[src/rtl/lsu_pkg.sv]
// Shared encodings for the load/store unit: funct3 codes, access sizes,
// fault codes and the controller state enum.
package lsu_pkg;

  localparam logic [2:0] F3_B  = 3'b000;
  localparam logic [2:0] F3_H  = 3'b001;
  localparam logic [2:0] F3_W  = 3'b010;
  localparam logic [2:0] F3_BU = 3'b100;
  localparam logic [2:0] F3_HU = 3'b101;

  localparam logic [1:0] SIZE_B = 2'b00;
  localparam logic [1:0] SIZE_H = 2'b01;
  localparam logic [1:0] SIZE_W = 2'b10;

  localparam logic [1:0] FAULT_NONE     = 2'b00;
  localparam logic [1:0] FAULT_MISALIGN = 2'b01;
  localparam logic [1:0] FAULT_RANGE    = 2'b10;
  localparam logic [1:0] FAULT_ILLEGAL  = 2'b11;

  typedef enum logic [1:0] {
    ST_IDLE   = 2'b00,
    ST_ACCESS = 2'b01,
    ST_RESP   = 2'b10
  } state_t;

endpackage

[src/rtl/lsu_align.sv]
// Combinational request checker (size and fault decode) plus load-data
// extension for the latched request.
module lsu_align
  import lsu_pkg::*;
#(
  parameter int MEM_BYTES = 256
) (
  input  logic        chk_we,
  input  logic [2:0]  chk_funct3,
  input  logic [31:0] chk_addr,
  input  logic [2:0]  ext_funct3,
  input  logic [31:0] rdata,
  output logic [1:0]  size,
  output logic [1:0]  fault,
  output logic [31:0] ext_data
);

  logic        illegal;
  logic        misaligned;
  logic        out_of_range;
  logic [32:0] nbytes;
  logic [32:0] end_addr;

  always_comb begin
    size = (chk_funct3[1:0] == 2'b11) ? SIZE_B : chk_funct3[1:0];
    case (size)
      SIZE_H:  nbytes = 33'd2;
      SIZE_W:  nbytes = 33'd4;
      default: nbytes = 33'd1;
    endcase
    // 33-bit sum so an address near 2^32 cannot wrap into range
    end_addr     = {1'b0, chk_addr} + nbytes;
    illegal      = (chk_funct3[1:0] == 2'b11) || (chk_funct3 == 3'b110) ||
                   (chk_funct3[2] && chk_we);
    misaligned   = ((size == SIZE_H) && chk_addr[0]) ||
                   ((size == SIZE_W) && (chk_addr[1:0] != 2'b00));
    out_of_range = end_addr > 33'(MEM_BYTES);

    if (illegal)           fault = FAULT_ILLEGAL;
    else if (misaligned)   fault = FAULT_MISALIGN;
    else if (out_of_range) fault = FAULT_RANGE;
    else                   fault = FAULT_NONE;

    // memory already sign-extends byte/half, so only the unsigned forms change
    case (ext_funct3)
      F3_BU:   ext_data = {24'b0, rdata[7:0]};
      F3_HU:   ext_data = {16'b0, rdata[15:0]};
      default: ext_data = rdata;
    endcase
  end

endmodule

[src/rtl/lsu_ctrl.sv]
// Load/store controller: accepts one request at a time, performs a single
// cycle memory access and holds the response until the consumer takes it.
module lsu_ctrl
  import lsu_pkg::*;
#(
  parameter int MEM_BYTES = 256
) (
  input  logic        clk,
  input  logic        rst_n,
  input  logic        req_valid,
  output logic        req_ready,
  input  logic        req_we,
  input  logic [2:0]  req_funct3,
  input  logic [31:0] req_addr,
  input  logic [31:0] req_wdata,
  input  logic [4:0]  req_rd,
  output logic        resp_valid,
  input  logic        resp_ready,
  output logic [31:0] resp_rdata,
  output logic [4:0]  resp_rd,
  output logic [1:0]  resp_fault,
  output logic        mem_write,
  output logic [1:0]  mem_size,
  output logic [31:0] mem_addr,
  output logic [31:0] mem_wdata,
  input  logic [31:0] mem_rdata
);

  // Handshakes: a request transfers on a rising edge where req_valid and
  // req_ready are both high; a response transfers where resp_valid and
  // resp_ready are both high. resp_* stay stable while resp_valid waits.

  state_t      state, next_state;
  logic        lat_we;
  logic [2:0]  lat_funct3;
  logic [1:0]  lat_size;
  logic [31:0] lat_addr;
  logic [31:0] lat_wdata;
  logic [4:0]  lat_rd;
  logic [31:0] rdata_q;
  logic [1:0]  fault_q;
  logic        write_q;
  logic [1:0]  chk_size;
  logic [1:0]  chk_fault;
  logic [31:0] ext_data;
  logic        accept;

  lsu_align #(.MEM_BYTES(MEM_BYTES)) u_align (
    .chk_we     (req_we),
    .chk_funct3 (req_funct3),
    .chk_addr   (req_addr),
    .ext_funct3 (lat_funct3),
    .rdata      (mem_rdata),
    .size       (chk_size),
    .fault      (chk_fault),
    .ext_data   (ext_data)
  );

  assign accept = (state == ST_IDLE) && req_valid;

  always_ff @(posedge clk or negedge rst_n) begin
    if (!rst_n) state <= ST_IDLE;
    else        state <= next_state;
  end

  always_comb begin
    next_state = state;
    case (state)
      ST_IDLE:   if (req_valid) next_state = (chk_fault == FAULT_NONE) ? ST_ACCESS : ST_RESP;
      ST_ACCESS: next_state = ST_RESP;
      ST_RESP:   if (resp_ready) next_state = ST_IDLE;
      default:   next_state = ST_IDLE;
    endcase
  end

  always_comb begin
    req_ready  = (state == ST_IDLE);
    resp_valid = (state == ST_RESP);
  end

  // write enable is a flop, set only for the single ACCESS cycle of a store
  always_ff @(posedge clk or negedge rst_n) begin
    if (!rst_n) begin
      lat_we     <= 1'b0;
      lat_funct3 <= 3'b000;
      lat_size   <= SIZE_B;
      lat_addr   <= 32'h0;
      lat_wdata  <= 32'h0;
      lat_rd     <= 5'h0;
      rdata_q    <= 32'h0;
      fault_q    <= FAULT_NONE;
      write_q    <= 1'b0;
    end else begin
      write_q <= accept && (chk_fault == FAULT_NONE) && req_we;
      if (accept) begin
        lat_we     <= req_we;
        lat_funct3 <= req_funct3;
        lat_size   <= chk_size;
        lat_addr   <= req_addr;
        lat_wdata  <= req_wdata;
        lat_rd     <= req_rd;
        rdata_q    <= 32'h0;
        fault_q    <= chk_fault;
      end
      if (state == ST_ACCESS) rdata_q <= lat_we ? 32'h0 : ext_data;
    end
  end

  assign resp_rdata = rdata_q;
  assign resp_rd    = lat_rd;
  assign resp_fault = fault_q;
  assign mem_write  = write_q;
  assign mem_size   = lat_size;
  assign mem_addr   = lat_addr;
  assign mem_wdata  = lat_wdata;

endmodule

[config.mk]
export PLATFORM = sky130hd
export DESIGN_NAME = lsu_ctrl
export DESIGN_NICKNAME = d
export VERILOG_FILES = /design/src/rtl/lsu_pkg.sv /design/src/rtl/lsu_align.sv /design/src/rtl/lsu_ctrl.sv
export SDC_FILE = /design/constraint.sdc
export NUM_CORES = 1
export LEC_CHECK = 0
export BUFFER_PORTS_ARGS = -buffer_cell sky130_fd_sc_hd__clkbuf_2
export CAP_MARGIN = 5
export CORE_ASPECT_RATIO = 0.6
export CORE_MARGIN = 4
export CORE_UTILIZATION = 30
export CTS_CLUSTER_SIZE = 40
export DETAILED_ROUTE_END_ITERATION = 8
export GPL_ROUTABILITY_DRIVEN = 0
export HOLD_SLACK_MARGIN = 0.08
export PLACE_DENSITY = 0.65
export SLEW_MARGIN = 10
export SYNTH_ARGS = -nofsm -noshare
export SYNTH_HDL_FRONTEND = slang
export SYNTH_SLANG_ARGS = --single-unit
[constraint.sdc]
create_clock -name clk -period 1.8 [get_ports clk]
set_input_delay 0 -clock clk [delete_from_list [all_inputs] [get_ports clk]]
set_output_delay 0 -clock clk [all_outputs]
set_load 0.1 [all_outputs]
# Word-level counts from Yosys, hierarchy flattened
# Index checks and enable logic that the tools add are counted.
dict set report op_classes {
  addsub 1
  n_lt_le_gt_ge 1
  eq_ne 10
  muxes 13
  n_reduce_logical 14
}
# cell n
set op_table {}
lappend op_table {{32-bit two-way mux} 3}
lappend op_table {{32-bit case mux with 2 select lines} 1}
lappend op_table {{32-bit by 3-bit adder with 33-bit output} 1}
lappend op_table {{33-bit by 9-bit greater-than comparator with 1-bit output, second input constant} 1}
lappend op_table {{2-bit two-way mux} 7}
lappend op_table {{3-bit == test, second input constant} 3}
lappend op_table {{2-bit == test, second input constant} 3}
lappend op_table {{1-bit logical AND} 6}
lappend op_table {{2-bit case mux with 3 select lines} 1}
lappend op_table {{3-bit case mux with 2 select lines} 1}
lappend op_table {{2-bit by 1-bit == test with 1-bit output, second input constant} 2}
lappend op_table {{2-bit logical NOT} 2}
lappend op_table {{2-bit nonzero test} 2}
lappend op_table {{1-bit logical OR} 3}
lappend op_table {{2-bit by 1-bit inequality test with 1-bit output, second input constant} 1}
lappend op_table {{2-bit inequality test, second input constant} 1}
lappend op_table {{2-bit AND reduction} 1}
dict set report totals {
  register_bits 112
  inputBits 109
  output_inout_bits 108
}

# Depth between registers and ports, before layout
# Gate-level depths: netlist of the first run.
dict set report logic_depth {
  word_depth 13
  mapped_depth 12
  depth_no_buf 12
}

# Cells and area by module
# Synthesis of the first run repeated with hierarchy kept, for this count alone.
dict set report unflattened {
  hier_cells 407
  hier_area_um2 5195.0
}
# mod instances cells_per_inst area_per_inst_um2
set modules_own_cells {}
lappend modules_own_cells {lsu_ctrl 1 246 4098.9}
lappend modules_own_cells {lsu_align 1 161 1096.1}

# Least setup slack after synthesis of the first run
# Ideal clock, no wire load.
dict set report synth_timing {
  path_type {in2reg}
  from {input req_funct3[0]}
  to {register state[1]}
  setup_ps 217
  arrival_time_ps 2514
  required_ps 1583
  slack_ps -931
  stages 12
  path_buffers 0
  path_cell_list {inv_1 ha_1 ha_1 fa_1 a21oi_1 or4_4 or3_1 a22oi_1 o2111ai_1 a2111oi_2 and4_1 a32oi_1}
}
dict set report synth_via {
  elab_chain_cells 13
}
# item line_no
set synth_lines {}
lappend synth_lines {{from (decl)} lsu_ctrl.sv:13} ;# input logic [2:0] req_funct3,
lappend synth_lines {{2-bit == test} {lsu_align.sv:25, lsu_align.sv:33}}
lappend synth_lines {{2-bit two-way mux} lsu_align.sv:25} ;# size = (chk_funct3[1:0] == 2'b11) ? SIZE_B : chk_funct3[1:0];
lappend synth_lines {{2-bit == test / 2-bit by 1-bit == test with 1-bit output (equally long branches)} {lsu_align.sv:26, lsu_align.sv:36, lsu_align.sv:35}}
lappend synth_lines {{3-bit case mux with 2 select lines} lsu_align.sv:26} ;# case (size)
lappend synth_lines {{32-bit by 3-bit adder with 33-bit output} lsu_align.sv:32} ;# end_addr = {1'b0, chk_addr} + nbytes;
lappend synth_lines {{33-bit by 9-bit greater-than comparator with 1-bit output} lsu_align.sv:37} ;# out_of_range = end_addr > 33'(MEM_BYTES);
lappend synth_lines {{2-bit two-way mux} lsu_align.sv:41} ;# else if (out_of_range) fault = FAULT_RANGE;
lappend synth_lines {{2-bit two-way mux} lsu_align.sv:40} ;# else if (misaligned) fault = FAULT_MISALIGN;
lappend synth_lines {{2-bit two-way mux (*)} lsu_align.sv:39} ;# if (illegal) fault = FAULT_ILLEGAL;
lappend synth_lines {{2-bit logical NOT (*)} lsu_ctrl.sv:69} ;# ST_IDLE: if (req_valid) next_state = (chk_fault == FAULT_NONE) ? ST_ACCESS : ST_RESP;
lappend synth_lines {{2-bit two-way mux (*) (2 in series)} lsu_ctrl.sv:69}
lappend synth_lines {{2-bit case mux with 3 select lines (*)} lsu_ctrl.sv:68} ;# case (state)
lappend synth_lines {{to (signal assigned)} lsu_ctrl.sv:63} ;# else state <= next_state;
lappend synth_lines {{to (decl)} lsu_ctrl.sv:33} ;# state_t state, next_state;
# Every way passes the cells marked *; elsewhere a longest branch is shown, timed or not. The select of a mux whose other input is x is not followed.
# A chain may end at the register's enable or synchronous reset.

# Worst setup path after layout of the first run
# Ends and elaborated chain as after synthesis.

==> impl_metrics.yaml, run 1 <==
status:
  status: "finished, violations left"
  failed_checks: "negative setup slack"
detailed_routing:
  ant_nets: 0
  vias: 5232
  routedWlPerCell_um: 15.1
  viasPerCell: 4.59
  routed_wl_um: 17200
  drcViolationCount: 0
  drt_first_iter_violations: 296
  first_pass_iters: 5
grt:
  gr-usage-all-layers_pct: 18.2
  grt_overflow_total: 0
  grt_max_degree: 113
  grt_pass1_vias: 5336
  grt_pass1_wl_um: 27700
  grt_antenna_before_repair: 0
logic_synthesis:
  avgSynthCellArea_um2: 9.36
  synth_seq_cells: 112
  yosys.area_share.simple_pct: 24.8
  yosys.area.top_type: "dfrtp_1"
  syn_nets: 652
  synth_top_family_by_area: "simple AND/OR/NAND/NOR gates"
  netlist-cell-type-count: 53
  synthArstFlopShare_pct: 100
  yosys-top-cells-area: "dfrtp_1 56%, nand2_1 17%, a22o_1 5.6%, ha_1 2.0%, o21ai_0 1.6%"
  synth_xor_area_share_pct: 1.23
  syn_inst: 534
  synth_compound_area_share_pct: 11.7
  seq_area_frac_synth_pct: 56.1
  ys.warnings.count: 0
  muxShareOfSynthArea_pct: 1.23
  yosysMostFrequentCell: "nand2_1"
  netlist.area_leader.share_pct: 56.1
  synthAdderAreaFrac_pct: 2.40
  synth_area_um2: 5000
  synth_common_cells: "224 x nand2_1, 112 x dfrtp_1, 32 x a22o_1"
  synth_edf_count: 0
  ys.flop_type: "dfrtp_1"
placement:
  dp_hpwl_um: 11600
  port_buffers: 216
  place_area_um2: 6860
sta:
  fin_worst_skew_ns: 0.00815
  setup_viol: 4
  maxSlewViolCount: 0
  rsz0062_at_grt: "true"
  hold_viol_final: 0
  tightest_slew_ns: 0.618
  period_needed_ns: 2.37
  max_freq_ghz: 0.422
  timing.slew.headroom_pct: 58.8
  fin_crit_sh_pct: 132
  fin_ws_ns: -0.572
floorplanning:
  initial_core_util_pct: 30.7
  die_x_um: 175
  row_count: 36
  die-area_um2: 18900
  die_h_um: 108
  core_area_um2: 16300
  pin_count: 217
clock_tree:
  path_clk_slew_ns: 0.08
  cts_tree: "built"
  postCtsSetupBuffers: 0
  cts-htree-levels: 3
  clk_latency_ns: 0.34
  root_buffer: "clkbuf_16"
  cts.sinks: 112
  cts_buffer_depth: 2
  cts_buffers: 9
pwr:
  leakagePower_nw: 4.36
  power_mw: 9.16
  worst_ir_drop_vdd_uv: 754
  p_per_area_nw_per_um2: 1110
worst_setup_path:
  crit_arrival_ns: 2.58
  cp_max_fo: 4
  end_kind: "register"
  cp.required_ns: 2.01
  worstSetupPathType: "input port to register"
  cp-start-kind: "input port"
worst_hold_path:
  hp-class: "input port to register"
finish:
  drive_gt1_share_pct: 35.0
  finalNetCount: 1025
  area_growth_syn_to_layout_pct: 65.5
  antenna_cells: 0
  stdcell_area_um2: 8270
  nFillCells: 1476
flow_run:
  drv_cap: 0
[cell usage in the layout (no fill, tap or decap), types with 3 or more instances in the layout]
cell type      Yosys  layout
and3_1             3       3
buf_4              1      59
inv_1              8       7
xnor2_1            4       4
nand3_1            8       8
clkbuf_2           0     214
nor4_1             3       3
nor2_1            13      12
clkbuf_16          0      10
o21ai_0           16      16
a311oi_1           3       3
inv_6              0       3
a21oi_1            5       4
ha_4               0       4
nand2_1          224     223
mux2i_1            5       5
dlygate4sd3_1      0     107
a31oi_1            3       3
a22o_1            32      32
buf_12             0       4
xor2_1             3       3
dfrtp_1          112     112
nor3_1             8       6
nand2b_1           3       3
or3_1              4       3
nand4_1           10      10
[state kept, by name, indices dropped and copies added, names as in the netlist]
register / cells
lat_funct3: 3
lat_we: 1
mem_addr: 32
mem_size: 2
mem_wdata: 32
mem_write: 1
resp_fault: 2
resp_rd: 5
resp_rdata: 32
state: 2
[report_power, final]
part | leakage, nW | total, mW | internal (mW) | switching [mW]
combinational | 2.79 | 4.13 | 0.794 | 3.34
sequential | 1.43 | 3.07 | 2.87 | 0.202
clock | 0.134 | 1.96 | 0.971 | 0.986
[critical path, cell delays in order]
cell,delay [ns]
clkbuf_16,0.12
inv_12,0.03
ha_4,0.26
ha_4,0.13
fa_2,0.23
a21oi_2,0.07
or4_4,0.42
or3_1,0.35
a22oi_1,0.19
o2111ai_1,0.15
a2111oi_2,0.23
and4_4,0.30
a32oi_1,0.10
[cell families (layout without fill, tap and decap cells)]
| group | after synthesis | count (layout) |
|---|---|---|
| flip-flops | 112 | 112 |
| multiplexers | 6 | 6 |
| AO/OA/AOI/OAI | 77 | 77 |
| buffers and inverters | 31 | 409 |
| XOR/XNOR | 7 | 7 |
| AND/OR/NAND/NOR | 292 | 292 |
| adder cells (fa/ha/maj) | 9 | 9 |
[worst paths after layout]
check	endpoint	cells past startpoint	startpoint	slack (ns)
worst max-delay path	state[1]$_DFFE_PN0P_	13	req_funct3[0]	-0.57
worst min-delay path	lat_funct3[1]$_DFFE_PN0P_	4	req_funct3[1]	0.09
max in group asynchronous	mem_wdata[5]$_DFFE_PN0P_	3	rst_n	1.04
worst max register to register	mem_wdata[17]$_DFFE_PN0P_	5	state[1]$_DFFE_PN0P_	0.29
worst min register to register	mem_size[1]$_DFFE_PN0P_	2	mem_size[1]$_DFFE_PN0P_	0.48
min in group asynchronous	mem_addr[12]$_DFFE_PN0P_	3	rst_n	0.27
[repair_timing]
item                       4_1_cts  5_1_grt
resized for setup                7        4
gates cloned                     0        0
hold buffers                   107        0
hold endpoints to repair       219        0
setup endpoints to repair        4        4
pin swaps                        1        2
[final cells by class]
| cell class | count | area [µm²] | share of cell area (%) |
|---|---|---|---|
| Clock inverter | 5 | 50.0 | 0.605 |
| Inverter | 8 | 42.5 | 0.514 |
| Sequential cell | 112 | 2800 | 33.9 |
| Multi-Input combinational cell | 391 | 2170 | 26.2 |
| Clock buffer | 11 | 233 | 2.81 |
| Tap cell | 228 | 285 | 3.45 |
| Timing Repair Buffer | 385 | 2690 | 32.5 |
[per-layer routing]
metal | vias to the layer above | global-route usage [%] | routed length [µm]
li1 | 2541 | - | -
met3 | 12 | 4.86 | 1300
met2 | 187 | 27.2 | 7350
met1 | 2492 | 27.0 | 8440
met5 | - | 0 | 0
met4 | 0 | 3.14 | 97
[through the flow]
stage | cells | util (%) | hold slack (ns) | setup WS [ns] | TNS [ns]
after floorplan | 534 | - | -0.296 | -0.681 | -3.56
after global placement | 1017 | 42.2 | 0.135 | -0.975 | -3.86
after detailed placement | 1017 | 42.2 | 0.145 | -1.05 | -4.17
after CTS | 1140 | 50.7 | 0.0846 | -0.562 | -2.21
after global routing | 1140 | 50.9 | 0.125 | -0.678 | -2.64
final | 1140 | 50.9 | 0.0927 | -0.572 | -2.25
(Power assumes the default switching activity.)
==> inputs of run 2 (changes only) <==
CTS_BUF_LIST = sky130_fd_sc_hd__clkbuf_2 sky130_fd_sc_hd__clkbuf_4 sky130_fd_sc_hd__clkbuf_8   (was unset)
MAX_ROUTING_LAYER = met4   (was unset)
PLACE_DENSITY = 0.64   (was 0.65)
SYNTH_HIERARCHICAL = 1   (was unset)
==> impl_metrics.yaml, run 2 <==
logic_synthesis:
  yosys.area.top_type: "dfrtp_1"
  synth_seq_cells: 112
  ys.flop_type: "dfrtp_1"
  seq_area_frac_synth_pct: 53.9
  yosys-top-cells-area: "dfrtp_1 54%, mux2_2 15%, a22o_1 5.4%, and2_1 2.3%, ha_1 1.9%"
  synthArstFlopShare_pct: 100
  synth_edf_count: 0
  netlist-cell-type-count: 48
  syn_nets: 525
  netlist.area_leader.share_pct: 53.9
  ys.warnings.count: 6
  avgSynthCellArea_um2: 12.8
  syn_inst: 407
  synth_area_um2: 5190
  yosysMostFrequentCell: "dfrtp_1"
  synth_common_cells: "112 x dfrtp_1, 71 x mux2_2, 32 x a22o_1"
detailed_routing:
  drt_first_iter_violations: 253
  drcViolationCount: 0
  first_pass_iters: 4
  routedWlPerCell_um: 16.6
  ant_nets: 0
  viasPerCell: 4.75
  vias: 4782
  routed_wl_um: 16700
sta:
  period_needed_ns: 2.16
  setup_viol: 4
  hold_viol_final: 0
  fin_tns_setup_ns: -1.22
  timing.slew.headroom_pct: 49.6
  fin_crit_sh_pct: 120
  fin_ws_ns: -0.358
  fin_worst_skew_ns: 0.00951
  maxSlewViolCount: 0
  tightest_slew_ns: 0.755
  max_freq_ghz: 0.463
  rsz0062_at_grt: "true"
clock_tree:
  path_clk_slew_ns: 0.11
  root_buffer: "clkbuf_8"
  cts_buffers: 9
  cts.sinks: 112
  cts-htree-levels: 3
  cts_tree: "built"
  cts_buffer_depth: 2
  clk_latency_ns: 0.37
worst_hold_path:
  hp-class: "input port to asynchronous set/reset pin"
worst_setup_path:
  path_delay_family: "compound AO/OA/AOI/OAI gates"
  end_kind: "register"
  crit_arrival_ns: 2.43
  cp_max_fo: 4
  slowest_stage: "fa_2"
  crit_path_cell_trace: "clkbuf_8, inv_1, ha_4, buf_4, fa_2, a21o_1, nand2_2, mux2i_1, o21ai_1, o31ai_2, and4_1, a31oi_2, mux2_4"
  max_stage_delay_ns: 0.37
  cp-start-kind: "input port"
  worst-path-buf-inv: 3
  cp.required_ns: 2.07
  worstSetupPathType: "input port to register"
finish:
  area_growth_syn_to_layout_pct: 61.8
  drive_gt1_share_pct: 49.9
  antenna_cells: 0
  layout_commonest_cell: "clkbuf_2"
  stdcell_area_um2: 8400
  layout_common_cells: "213 x clkbuf_2, 112 x dfrtp_1, 109 x dlygate4sd3_1, 70 x mux2_2, 50 x buf_4"
  finalNetCount: 892
grt:
  grt_pass1_wl_um: 25800
  grt_antenna_before_repair: 0
  grt_max_degree: 61
  gr-usage-all-layers_pct: 17.4
  grt_overflow_total: 0
  grt_pass1_vias: 5015
placement:
  port_buffers: 216
  dp_hpwl_um: 11500
  place_area_um2: 6960
flow_run:
  drv_cap: 0
floorplanning:
  row_count: 36
  die_x_um: 178
  core_area_um2: 16600
  die-area_um2: 19600
  initial_core_util_pct: 31.3
  die_h_um: 110
  pin_count: 217
status:
  status: "finished, violations left"
  failed_checks: "negative setup slack"
pwr:
  p_per_area_nw_per_um2: 1350
  worst_ir_drop_vdd_uv: 1600
  leakagePower_nw: 4.03
## run 2: cell count changes after synthesis, sizes merged, moves of 7 or more
cell    previous run  this run
clkbuf            20         6
o21ai             16         9
buf                3        20
mux2               1        79
and2               3        21
nor2b              1         9
nand2            224        13
## run 2: metrics by stage
step | worst slack (ns) | utilization [%] | hold WS [ns] | instances | power, mW
5_1_grt | -0.433 | 50.6 | 0.169 | 1007 | 11.8
3_5_place_dp | -0.941 | 41.9 | -0.171 | 879 | 9.53
3_3_place_gp | -0.809 | 41.9 | -0.175 | 879 | 9.46
6_report | -0.358 | 50.6 | 0.159 | 1007 | 11.3
2_1_floorplan | -0.473 | - | -0.296 | 407 | 8.30
4_1_cts | -0.361 | 50.2 | 0.135 | 1007 | 11.4
## run 2: cell type report
cell class	instances	area [µm²]
Multi-Input combinational cell	266	2370
Clock inverter	6	73.8
Inverter	4	22.5
Fill cell	1459	8220
Timing Repair Buffer	381	2710
Sequential cell	112	2800
Tap cell	228	285
Clock buffer	10	138
## run 2: worst paths after layout
check                                         start  slack (ns)                   endpoint  cells past startpoint
min                                           rst_n        0.16    mem_addr[1]$_DFFE_PN0P_                      3
max reg2reg                    state[1]$_DFFE_PN0P_        0.17  mem_wdata[22]$_DFFE_PN0P_                      4
max                                   req_funct3[1]       -0.36  resp_fault[1]$_DFFE_PN0P_                     13
max in group asynchronous                     rst_n        1.05    mem_addr[9]$_DFFE_PN0P_                      3
min reg2reg                mem_addr[17]$_DFFE_PN0P_        0.50   mem_addr[17]$_DFFE_PN0P_                      1
min in group clk                      req_funct3[0]        0.20    mem_size[0]$_DFFE_PN0P_                      4
## run 2: power by group
group          internal, mW  total (mW)  switching [mW]
clock                 0.703        1.61           0.906
sequential             3.08        3.42           0.340
combinational          1.31        6.29            4.98
total                  5.09        11.3            6.23
## run 2: kinds of logic (layout without fill, tap and decap cells)
family	count (synthesis)	count (layout)	share of synthesized area, %
DFF	112	112	53.9
and+or+nand+nor	104	105	12.0
muxes	82	82	17.7
AOI/OAI and AO/OA	63	63	9.54
buffers and inverters	30	401	3.32
adders and majority gates	9	9	2.31
xor gates and xnor gates	7	7	1.18
## run 2: layer usage
| layer | global-route usage [%] | share of wire, % | vias to the layer above | wire (µm) |
|---|---|---|---|---|
| met2 | 27.1 | 46 | 206 | 7710 |
| met3 | 5.09 | 7.9 | 33 | 1330 |
| li1 | - | - | 2222 | - |
| met1 | 22.0 | 44 | 2321 | 7300 |
| met5 | - | 0 | - | 0 |
| met4 | 5.52 | 2.2 | 0 | 374 |
## run 2: tightest hold or removal path: stages
cell and delay (ns):
dlygate4sd3_1 0.52, buf_4 0.15, buf_12 0.25
## run 2: what timing repair did
action / 4_1_cts / 5_1_grt
hold buffers: 109 / 0
setup endpoints to repair: 36 / 20
pin swaps: 14 / 11
endpoints found under the hold margin: 219 / 0
resized for setup: 11 / 13
cloned: 1 / 0
setup buffers: 2 / 0
